$ cat src/rtl/systolic_pkg.sv
// Shared constants, operand/result types and sequencer state encoding for the 4x4 systolic array.
package systolic_pkg;

    localparam int unsigned DIM      = 4;
    localparam int unsigned DW       = 8;
    localparam int unsigned RW       = 16;
    localparam int unsigned FEED_CYC = 2 * DIM - 1;
    localparam int unsigned IDX_W    = $clog2(DIM);
    localparam int unsigned PH_W     = $clog2(FEED_CYC);

    typedef logic signed [DW-1:0] int8_t;
    typedef logic signed [RW-1:0] acc16_t;

    typedef enum logic [2:0] {
        StIdle,
        StClear,
        StFeed,
        StDrain,
        StOut
    } state_e;

    // Element k of edge lane `lane` is presented at feed phase t = lane + k.
    function automatic logic skew_hit(input int t, input int lane, input int k);
        return t == lane + k;
    endfunction

endpackage

$ cat src/rtl/systolic_skew_feed.sv
// Operand buffers for A (rows) and B (columns) plus the skew mux driving the array edges.
// Outputs are registered and follow the phase presented one cycle earlier.
module systolic_skew_feed
    import systolic_pkg::*;
(
    input  logic                   clk,
    input  logic                   rst,
    input  logic                   ld_we,
    input  logic                   ld_sel,
    input  logic [IDX_W-1:0]       ld_idx,
    input  logic [DIM*DW-1:0]      ld_data,
    input  logic                   feed_en,
    input  logic [PH_W-1:0]        phase,
    output logic [DIM-1:0][DW-1:0] arr_x,
    output logic [DIM-1:0][DW-1:0] arr_y
);

    // a_q[r][k] = A[r][k] and b_q[c][k] = B[k][c], so both edges use the same skew rule.
    int8_t [DIM-1:0][DIM-1:0] a_q, a_d;
    int8_t [DIM-1:0][DIM-1:0] b_q, b_d;
    int8_t [DIM-1:0]          x_q, x_d;
    int8_t [DIM-1:0]          y_q, y_d;

    always_comb begin
        a_d = a_q;
        b_d = b_q;
        if (ld_we) begin
            if (ld_sel) begin
                b_d[ld_idx] = ld_data;
            end else begin
                a_d[ld_idx] = ld_data;
            end
        end
    end

    always_comb begin
        x_d = '0;
        y_d = '0;
        if (feed_en) begin
            for (int i = 0; i < int'(DIM); i++) begin
                for (int k = 0; k < int'(DIM); k++) begin
                    if (skew_hit(int'(phase), i, k)) begin
                        x_d[i] = a_q[i][k];
                        y_d[i] = b_q[i][k];
                    end
                end
            end
        end
    end

    always_ff @(posedge clk) begin
        if (rst) begin
            a_q <= '0;
            b_q <= '0;
            x_q <= '0;
            y_q <= '0;
        end else begin
            a_q <= a_d;
            b_q <= b_d;
            x_q <= x_d;
            y_q <= y_d;
        end
    end

    assign arr_x = x_q;
    assign arr_y = y_q;

endmodule

$ cat src/rtl/systolic_seq_ctrl.sv
// Sequencer for the 4x4 int8 output-stationary systolic array: load, clear, skewed feed, drain,
// snapshot and row-wise return. Define SYSTOLIC_PERF_CNT_EN to enable the busy-cycle counter.
module systolic_seq_ctrl
    import systolic_pkg::*;
#(
    parameter int unsigned DIM       = systolic_pkg::DIM,
    parameter int unsigned DW        = systolic_pkg::DW,
    parameter int unsigned RW        = systolic_pkg::RW,
    parameter int unsigned DRAIN_CYC = 4
) (
    input  logic                       clk,
    input  logic                       rst,
    input  logic                       ld_valid,
    output logic                       ld_ready,
    input  logic                       ld_sel,
    input  logic [1:0]                 ld_idx,
    input  logic [DIM*DW-1:0]          ld_data,
    input  logic                       start,
    output logic                       busy,
    output logic                       arr_rst,
    output logic [DIM-1:0][DW-1:0]     arr_x,
    output logic [DIM-1:0][DW-1:0]     arr_y,
    input  logic [DIM*DIM-1:0][RW-1:0] arr_out,
    output logic                       res_valid,
    input  logic                       res_ready,
    output logic [1:0]                 res_row,
    output logic [DIM*RW-1:0]          res_data,
    output logic                       res_last,
    output logic [31:0]                perf_cyc
);

    if (DIM != 4 || DW != systolic_pkg::DW || RW != systolic_pkg::RW || DRAIN_CYC < 1)
    begin : g_param_check
        $error("systolic_seq_ctrl: only DIM=4, DW=8, RW=16, DRAIN_CYC>=1 supported");
    end

    localparam int unsigned CNT_MAX = (DRAIN_CYC > FEED_CYC) ? DRAIN_CYC : FEED_CYC;
    localparam int unsigned CNT_W   = $clog2(CNT_MAX);

    state_e                 state_q, state_d;
    logic [CNT_W-1:0]       cnt_q, cnt_d;
    logic [1:0]             row_q, row_d;
    acc16_t [DIM*DIM-1:0]   res_q, res_d;

    logic                   ld_we;
    logic                   feed_en;
    logic [PH_W-1:0]        phase;
    logic                   busy_w;

    always_comb begin
        state_d = state_q;
        cnt_d   = cnt_q;
        row_d   = row_q;
        res_d   = res_q;
        unique case (state_q)
            StIdle: begin
                if (start) state_d = StClear;
            end
            StClear: begin
                state_d = StFeed;
                cnt_d   = '0;
            end
            StFeed: begin
                if (cnt_q == CNT_W'(FEED_CYC - 1)) begin
                    state_d = StDrain;
                    cnt_d   = '0;
                end else begin
                    cnt_d = cnt_q + CNT_W'(1);
                end
            end
            StDrain: begin
                // The array has fully drained by this edge; capture all 16 accumulators at once.
                if (cnt_q == CNT_W'(DRAIN_CYC - 1)) begin
                    state_d = StOut;
                    cnt_d   = '0;
                    row_d   = '0;
                    res_d   = arr_out;
                end else begin
                    cnt_d = cnt_q + CNT_W'(1);
                end
            end
            StOut: begin
                if (res_ready) begin
                    if (row_q == 2'(DIM - 1)) begin
                        state_d = StIdle;
                        row_d   = '0;
                    end else begin
                        row_d = row_q + 2'd1;
                    end
                end
            end
            default: state_d = StIdle;
        endcase
    end

    always_ff @(posedge clk) begin
        if (rst) begin
            state_q <= StIdle;
            cnt_q   <= '0;
            row_q   <= '0;
            res_q   <= '0;
        end else begin
            state_q <= state_d;
            cnt_q   <= cnt_d;
            row_q   <= row_d;
            res_q   <= res_d;
        end
    end

    // Feed outputs are registered, so the skew mux looks at the upcoming phase.
    assign feed_en = (state_d == StFeed);
    assign phase   = PH_W'(cnt_d);
    assign ld_we   = ld_valid && (state_q == StIdle);

    systolic_skew_feed u_feed (
        .clk     (clk),
        .rst     (rst),
        .ld_we   (ld_we),
        .ld_sel  (ld_sel),
        .ld_idx  (ld_idx),
        .ld_data (ld_data),
        .feed_en (feed_en),
        .phase   (phase),
        .arr_x   (arr_x),
        .arr_y   (arr_y)
    );

    assign busy_w    = (state_q != StIdle);
    assign busy      = busy_w;
    assign ld_ready  = (state_q == StIdle);
    assign arr_rst   = rst || (state_q == StClear);
    assign res_valid = (state_q == StOut);
    assign res_row   = row_q;
    assign res_last  = (state_q == StOut) && (row_q == 2'(DIM - 1));

    always_comb begin
        res_data = '0;
        for (int c = 0; c < int'(DIM); c++) begin
            res_data[c*RW +: RW] = res_q[{row_q, IDX_W'(c)}];
        end
    end

`ifdef SYSTOLIC_PERF_CNT_EN
    logic [31:0] perf_q, perf_d;

    always_comb begin
        perf_d = perf_q;
        if (busy_w && (perf_q != '1)) perf_d = perf_q + 32'd1;
    end

    always_ff @(posedge clk) begin
        if (rst) begin
            perf_q <= '0;
        end else begin
            perf_q <= perf_d;
        end
    end

    assign perf_cyc = perf_q;
`else
    assign perf_cyc = '0;
`endif

endmodule

$ cat config.mk
export PLATFORM = sky130hd
export DESIGN_NAME = systolic_seq_ctrl
export DESIGN_NICKNAME = d
export VERILOG_FILES = /design/src/rtl/systolic_pkg.sv /design/src/rtl/systolic_skew_feed.sv /design/src/rtl/systolic_seq_ctrl.sv
export SDC_FILE = /design/constraint.sdc
export NUM_CORES = 1
export LEC_CHECK = 0
export ABC_AREA = 1
export CAP_MARGIN = 20
export CORE_MARGIN = 2
export CORE_UTILIZATION = 52
export CTS_CLUSTER_DIAMETER = 60
export DETAILED_ROUTE_END_ITERATION = 8
export PLACE_DENSITY = 0.83
export SLEW_MARGIN = 30
export SYNTH_ARGS = -nofsm -noshare
export SYNTH_HDL_FRONTEND = slang
export SYNTH_SLANG_ARGS = --single-unit
$ cat constraint.sdc
create_clock -name clk -period 2.9 [get_ports clk]
set_input_delay 0.435 -clock clk [delete_from_list [all_inputs] [get_ports clk]]
set_output_delay 0.435 -clock clk [all_outputs]
set_load 0.1 [all_outputs]
Word-level counts from Yosys, hierarchy flattened
Index checks and enable logic that the tools add are counted.
{"block": "classes", "n_reduce_logical": 13, "addsub": 2, "eq_ne": 16, "n_bitwise": 2, "mux": 57, "order_cmp": 6}
{"operator": "128-bit bitwise mux", "n": 2}
{"operator": "8-bit two-way mux", "n": 32}
{"operator": "16-bit binary-select mux with 2-bit select", "n": 4}
{"operator": "32-bit demux with 2-bit select", "n": 1}
{"operator": "16-bit two-way mux", "n": 4}
{"operator": "32-bit two-way mux", "n": 1}
{"operator": "3-bit two-way mux", "n": 7}
{"operator": "4-bit by 5-bit < comparator with 1-bit output, second input constant", "n": 4}
{"operator": "3-bit by 2-bit == test with 1-bit output, second input constant", "n": 6}
{"operator": "3-bit == test, second input constant", "n": 6}
{"operator": "3-bit one-hot mux with 5 select lines", "n": 1}
{"operator": "3-bit one-hot mux with 3 select lines", "n": 1}
{"operator": "3-bit logical NOT", "n": 2}
{"operator": "2-bit two-way mux", "n": 3}
{"operator": "2-bit AND reduction", "n": 3}
{"operator": "2-bit one-hot mux with 2 select lines", "n": 1}
{"operator": "3-bit by 1-bit adder with 3-bit output, second input constant", "n": 1}
{"operator": "3-bit by 1-bit == test with 1-bit output, second input constant", "n": 1}
{"operator": "1-bit logical AND", "n": 3}
{"operator": "2-bit by 3-bit < comparator with 1-bit output, second input constant", "n": 1}
{"operator": "3-bit AND reduction", "n": 1}
{"operator": "3-bit nonzero test", "n": 1}
{"operator": "2-bit by 1-bit adder with 2-bit output, second input constant", "n": 1}
{"operator": "2-bit == test, second input constant", "n": 1}
{"operator": "7 further kinds", "n": 8}
{"block": "totals", "regBits": 584, "word_cells": 155, "inputBits": 296, "out_inout_bits": 167}

Longest topological paths before layout
Gate-level depths: netlist of the first run.
{"block": "depth", "ltp_word": 8, "ltp_mapped": 15, "mapped_depth_nobuf": 14}

Modules after synthesis
From an unflattened synthesis of the first run, not the netlist that was laid out.
{"block": "unflattened", "hier_cells": 3308, "area_unflattened_um2": 23647.7}
{"mod": "systolic_skew_feed", "seq_area_each_um2": 6406.1, "cells_each": 1710, "area_per_inst_um2": 12374.4, "n_inst": 1}
{"mod": "systolic_seq_ctrl", "seq_area_each_um2": 5285.1, "cells_each": 1598, "area_per_inst_um2": 11273.3, "n_inst": 1}

Least setup slack after synthesis of the first run
No wires, ideal clock.
{"block": "synth_timing", "path_type": "register to output", "from": "reg row_q[0], in the netlist res_row[0]", "to": "out res_data[53]", "stages_incl_launch_ff": 6, "t_required_ns": 2.465, "n_path_buf": 3, "path_slack_ns": -0.952, "arrival_ns": 3.417, "path_cell_list": "dfxtp_1 clkbuf_1 clkbuf_1 clkbuf_1 nor2_1 o22ai_1"}
{"block": "synth_between", "elab_chain_cells": 2}
{"item": "from (decl)", "line": "systolic_seq_ctrl.sv:42", "text": "logic [1:0] row_q, row_d;"}
{"item": "from (signal assigned)", "line": "systolic_seq_ctrl.sv:105", "text": "row_q <= row_d;"}
{"item": "16-bit binary-select mux with 2-bit select", "line": "systolic_seq_ctrl.sv:139", "text": "res_data[c*RW +: RW] = res_q[{row_q, IDX_W'(c)}];"}
{"item": "16-bit two-way mux (not written as such)", "line": "systolic_seq_ctrl.sv:139"}
{"item": "to (decl)", "line": "systolic_seq_ctrl.sv:27", "text": "output logic [DIM*RW-1:0] res_data,"}
No other way between the ends. The select of a mux whose other input is x is not followed.

Worst setup path after layout of the first run
{"block": "layout_timing", "from": "reg row_q[0], in the netlist res_row[0]", "to": "out res_data[23]"}
Same word-level chain as after synthesis.

==> run metrics, run 1 <==
status completed; CTS tree yes; synthesized cell area 24220 sq um; Routed wire per std cell 19.45 microns; layout cell share with drive strength beyond 1 0.1024; dpl ws 0.4912 ns; Worst Skew 0.03790 ns; Clock Path Buffers 3; Die X 219.8 microns; Ys Warns 0; Final Critical Period 2.692 ns; DR vias/cell 5.705; final instance area 31970 sq um; crit share post-route 0.9284; Worst-path clk slew 0.06 ns; Area Growth Syn to Fin 32.02%; # IOs 463; worst slew pin tran 1.015 ns; DRT Pass-1 Iters 5; CTS root buf clkbuf_16; die area 48310 sq um; DIE HEIGHT 219.8 microns; cell chain of the critical path buf_4, o21ai_0, o22ai_4, buf_12; Tot Pwr 0.01829 W; CP Buf/Inv Count 2; Crit-path slowest cell buf_4; Crit path max-delay family buffers and inverters; fill cell count 3632; first-pass GRT wire length 126200 microns; Setup crit start kind flip-flop; most frequent cells after synthesis 686 x nor2_1, 584 x dfxtp_1, 522 x nand2_1; Max Cap Viol 0; Initial Utilization 0.5235; Fmax achieved 371.4 MHz; Peak VDD IR 0.0004452 V; Total Routing Usage GR 0.3317; Num CTS Buffers 59; initial antenna violation count 15; grt total ovfl 0; routability cong. 0.8827; Worst Setup Path Type flip-flop to output port; vias in the first global route 22440; htree depth 2; arrival time at the worst endpoint 2.26 ns; via count 24680; Final Hold Fails 0; final slew viol count 0; RSZ-0062 raised after global routing false; synthesized area per cell 7.137 sq um; Crit Path Max Fanout 48; Crit. End Element output port; Nets 3955; Seq cells post-synth 584; Synth Instances 3393; worst hold margin 0.07665 ns; Worst EP required 2.47 ns; count of endpoints failing setup in the final report 0; antenna-violating nets left 0; max_slew headroom 0.3234; DR iter-0 viols 3169; PostCTS Resize Cnt 0; dpl hpwl 52290 microns; Worst-Skew Late Latency 0.65 ns; total wire length 84130 microns; DR DRC count 0; EDFF count, synth 0; largest net degree at the start of global routing 175; crit-path max cell delay 0.47 ns; PortBufs 430; Hold WC Path Type primary input to flip-flop; Leak 12.01 nW; FFs w/ async S/R, synth 0; Setup WS post-layout 0.2076 ns; PD cells 572.0 nW/um^2; post-synthesis sequential area ratio 0.4828; leading area contributor after synthesis dfxtp_1; Sink Count 584; final core occ 0.6911; Cell Rows 79; top-count cell post-synth nor2_1; Yosys top cell area share 0.4828; Hold Buf Count CTS 0; largest cells by area after synthesis dfxtp_1 48%, nor2_1 11%, o21ai_0 8.5%; dpl cell area 29920 sq um; post-synthesis cell type count 26; buffer count from post-CTS setup fixing 0; core outline area 46260 sq um; commonest register cell after synthesis dfxtp_1
==> placed cells by master, fill, tap and decap left out, types with 24 or more instances in the layout <==
cell type        instances
a21oi_1                306
buf_12                  80
buf_4                  107
clkbuf_16               59
clkdlybuf4s50_1        294
conb_1                  32
dfxtp_1                582
inv_1                   77
nand2_1                520
nand3_1                295
nand3b_1                24
nand4_1                 57
nor2_1                 683
o21ai_0                410
o21ai_1                 28
o22ai_4                 50
==> metrics by stage <==
stage                     setup TNS [ns]  std cells
after floorplan                 -0.03437       3424
after global placement                 0       4200
after detailed placement               0       4200
after CTS                              0       4308
after global routing                   0       4320
final                                  0       4326
==> report_power, final <==
| part | switching, W | internal [W] | leakage [nW] |
|---|---|---|---|
| Combinational | 0.00151 | 0.000724 | 6.30 |
| Clock | 0.00338 | 0.00443 | 0.991 |
| Sequential | 0.0000766 | 0.00817 | 4.72 |
==> logic make-up (layout without fill, tap and decap cells) <==
logic type / after synthesis / after routing / share of synthesized area
adders and majority gates: 5 / 5 / 0.002583
buffers and inverters: 402 / 679 / 0.07012
other: 1 / 50 / 0.0001549
and+or+nand+nor: 1593 / 1593 / 0.2741
DFF: 584 / 584 / 0.4828
AOI/OAI and AO/OA: 808 / 808 / 0.1703
==> cell type report <==
type | instances | area [sq um] | share of cell area
Inverter | 89 | 339.1 | 0.01061
Multi-Input combinational cell | 2438 | 11760 | 0.3679
Antenna cell | 18 | 45.04 | 0.001409
Timing Repair Buffer | 482 | 5361 | 0.1677
Clock inverter | 25 | 291.5 | 0.009119
Clock buffer | 83 | 1717 | 0.05370
Sequential cell | 584 | 11700 | 0.3659
Tap cell | 607 | 759.5 | 0.02376
==> layer usage <==
layer / wire length [microns] / vias up / share of wire / global-route usage
met3: 8397 / 241 / 0.10 / 0.07384
met5: 34 / - / 0.00040 / 0
met4: 4068 / 6 / 0.048 / 0.1772
met1: 32870 / 11480 / 0.39 / 0.4279
li1: - / 11720 / - / -
met2: 38760 / 1240 / 0.46 / 0.5181
==> flip-flops by register name, summed over array words and instances, names as in the netlist <==
name and cells:
res_row 2, state_q 3, u_feed.arr_x 32, u_feed.b_q 128, u_feed.arr_y 32, u_feed.a_q 128, res_q 256, cnt_q 3
==> path summary, 6_finish.rpt <==
check / from / endpoint / slack [ns] / cells past startpoint
worst max-delay path: res_row[0]$_SDFFE_PP0P_ / res_data[23] / 0.21 / 4
worst min-delay path: rst / res_q[213]$_SDFFE_PP0P_ / 0.08 / 2
worst max register to register: cnt_q[0]$_SDFF_PP0_ / u_feed.arr_y[20]$_SDFF_PP0_ / 0.41 / 11
worst min register to register: u_feed.a_q[127]$_SDFFE_PP0P_ / u_feed.arr_x[31]$_SDFF_PP0_ / 0.45 / 2
Power figures use the tool's default switching activity.
==> run 2, diff against run 1 <==
- HOLD_SLACK_MARGIN: unset -> 0.15
==> run metrics, run 2 (same netlist as run 1, synthesis figures left out) <==
Initial Utilization 0.5235; Crit path max-delay family buffers and inverters; Clock Path Buffers 3; R2R Path Start cnt_q[0]$_SDFF_PP0_; Num CTS Buffers 59; Worst EP required 2.47 ns; core outline area 46260 sq um; CP startpoint res_row[0]$_SDFFE_PP0P_; first-pass GRT wire length 126200 microns; max reg flops 256; vias in the first global route 22440; crit-path max cell delay 0.37 ns; antenna-violating nets left 0; cell chain of the critical path inv_4, buf_12, o21ai_0, o22ai_4, buf_12; multi-input logic area 11760 sq um; htree depth 2; PortBufs 430; Leak 12.02 nW; die area 48310 sq um; layout cell share with drive strength beyond 1 0.1024; Max Cap Viol 0; Worst Setup Path Type flip-flop to output port; crit share post-route 0.9315; total wire length 83990 microns; Peak VDD IR 0.0004475 V; Crit-path slowest cell dfxtp_4; most common cell after layout, fill and taps aside nor2_1; final core occ 0.6913; DR DRC count 0; max_slew headroom 0.3484; Area Growth Syn to Fin 32.05%; Setup WS post-layout 0.1987 ns; most used cell, CP buf_12; worst slew pin tran 0.9774 ns; Worst-path clk slew 0.06 ns; Fmax achieved 370.2 MHz; Crit Path Max Fanout 44; DRT Pass-1 Iters 6; DIE HEIGHT 219.8 microns; Sink Count 584; Final Critical Period 2.701 ns; Nets 3956; arrival time at the worst endpoint 2.27 ns; Setup crit start kind flip-flop; count of endpoints failing setup in the final report 0; dpl ws 0.4912 ns; Regs by FF count res_q: 256 flops, u_feed.a_q: 128 flops, u_feed.b_q: 128 flops; # IOs 463; RSZ-0062 raised after global routing false; Min-Delay Startpoint arr_out[123]; CTS root buf clkbuf_16; final slew viol count 0; via count 24720; initial antenna violation count 14; Die X 219.8 microns; Routed wire per std cell 19.41 microns; Sequential Area 11700 sq um; Most flops, register res_q; Cell Rows 79; commonest cells after routing, fill and taps aside 683 x nor2_1, 582 x dfxtp_1, 520 x nand2_1, 410 x o21ai_0, 306 x a21oi_1; Total Routing Usage GR 0.3318; Worst Skew 0.03998 ns; dpl hpwl 52290 microns; CTS tree yes; CP Buf/Inv Count 3; routability cong. 0.8827; fill cell count 3631; setup TNS 0 ns; grt total ovfl 0; Worst-Skew Late Latency 0.65 ns; PD cells 572.1 nW/um^2; PostCTS Resize Cnt 0; DR iter-0 viols 3128; DR vias/cell 5.715; Tot Pwr 0.01829 W; Final Hold Fails 0; Crit. End Element output port; Hold WC Path Type primary input to flip-flop; status completed; largest net degree at the start of global routing 175
run 2: changes by cell type in the layout (fill, tap and decap cells not counted), sizes merged:
cell,delta
diode,-1
dlygate4sd3,+1
run 2: metal layers:
layer  track usage  vias to the layer above  part of all wire
li1              -                    11730                 -
met1        0.4278                    11520              0.39
met2        0.5190                     1244              0.46
met3       0.07426                      224              0.10
met4        0.1752                        6             0.047
met5             0                        -           0.00040
run 2: cell type report:
type                       instances  share of cell area
sequential                       584              0.3658
inverter                          89             0.01060
timing repair buffer             483              0.1680
clock inverter                    25            0.009117
tap                              607             0.02375
multi-input combinational       2438              0.3678
antenna                           17            0.001330
clock buffer                      83             0.05368
run 2: path summary, 6_finish.rpt:
check,end,slack (ns),depth (start not counted)
setup / recovery,res_data[48],0.20,5
hold / removal,res_q[123]$_SDFFE_PP0P_,0.38,3
setup reg to reg,u_feed.arr_y[20]$_SDFF_PP0_,0.40,11
hold reg to reg,u_feed.arr_x[31]$_SDFF_PP0_,0.45,2
run 2: through the flow:
step           cell area (sq um)  std cells  hold WS, ns
2_1_floorplan              25110       3424       0.4297
3_3_place_gp               29920       4200       0.4394
3_5_place_dp               29920       4200       0.4447
4_1_cts                    31930       4309       0.3540
5_1_grt                    31960       4320       0.3714
6_report                   31980       4326       0.3813
run 2: power breakdown:
group          switching, W  internal [W]  total [W]  leakage (nW)
Clock               0.00338       0.00443    0.00782         0.991
Combinational       0.00151      0.000724    0.00223          6.31
Sequential        0.0000762       0.00817    0.00824          4.72
Total               0.00497        0.0133     0.0183          12.0
run 2: worst reg2reg max path, stage by stage (launching register included):
cell and delay, ns:
dfxtp_1 0.39, ha_1 0.23, ha_4 0.21, nor2_1 0.06, nand2_1 0.11, nand3_4 0.26, nor2_4 0.50, nand2_2 0.26
o21ai_1 0.19, inv_1 0.06, nand2_1 0.05, inv_1 0.04
run 2: repair_timing:
| action | in CTS | in global routing |
|---|---|---|
| hold buffers | 1 | 0 |
| endpoints found under the hold margin | 3 | 0 |
| setup buffers | 0 | 0 |
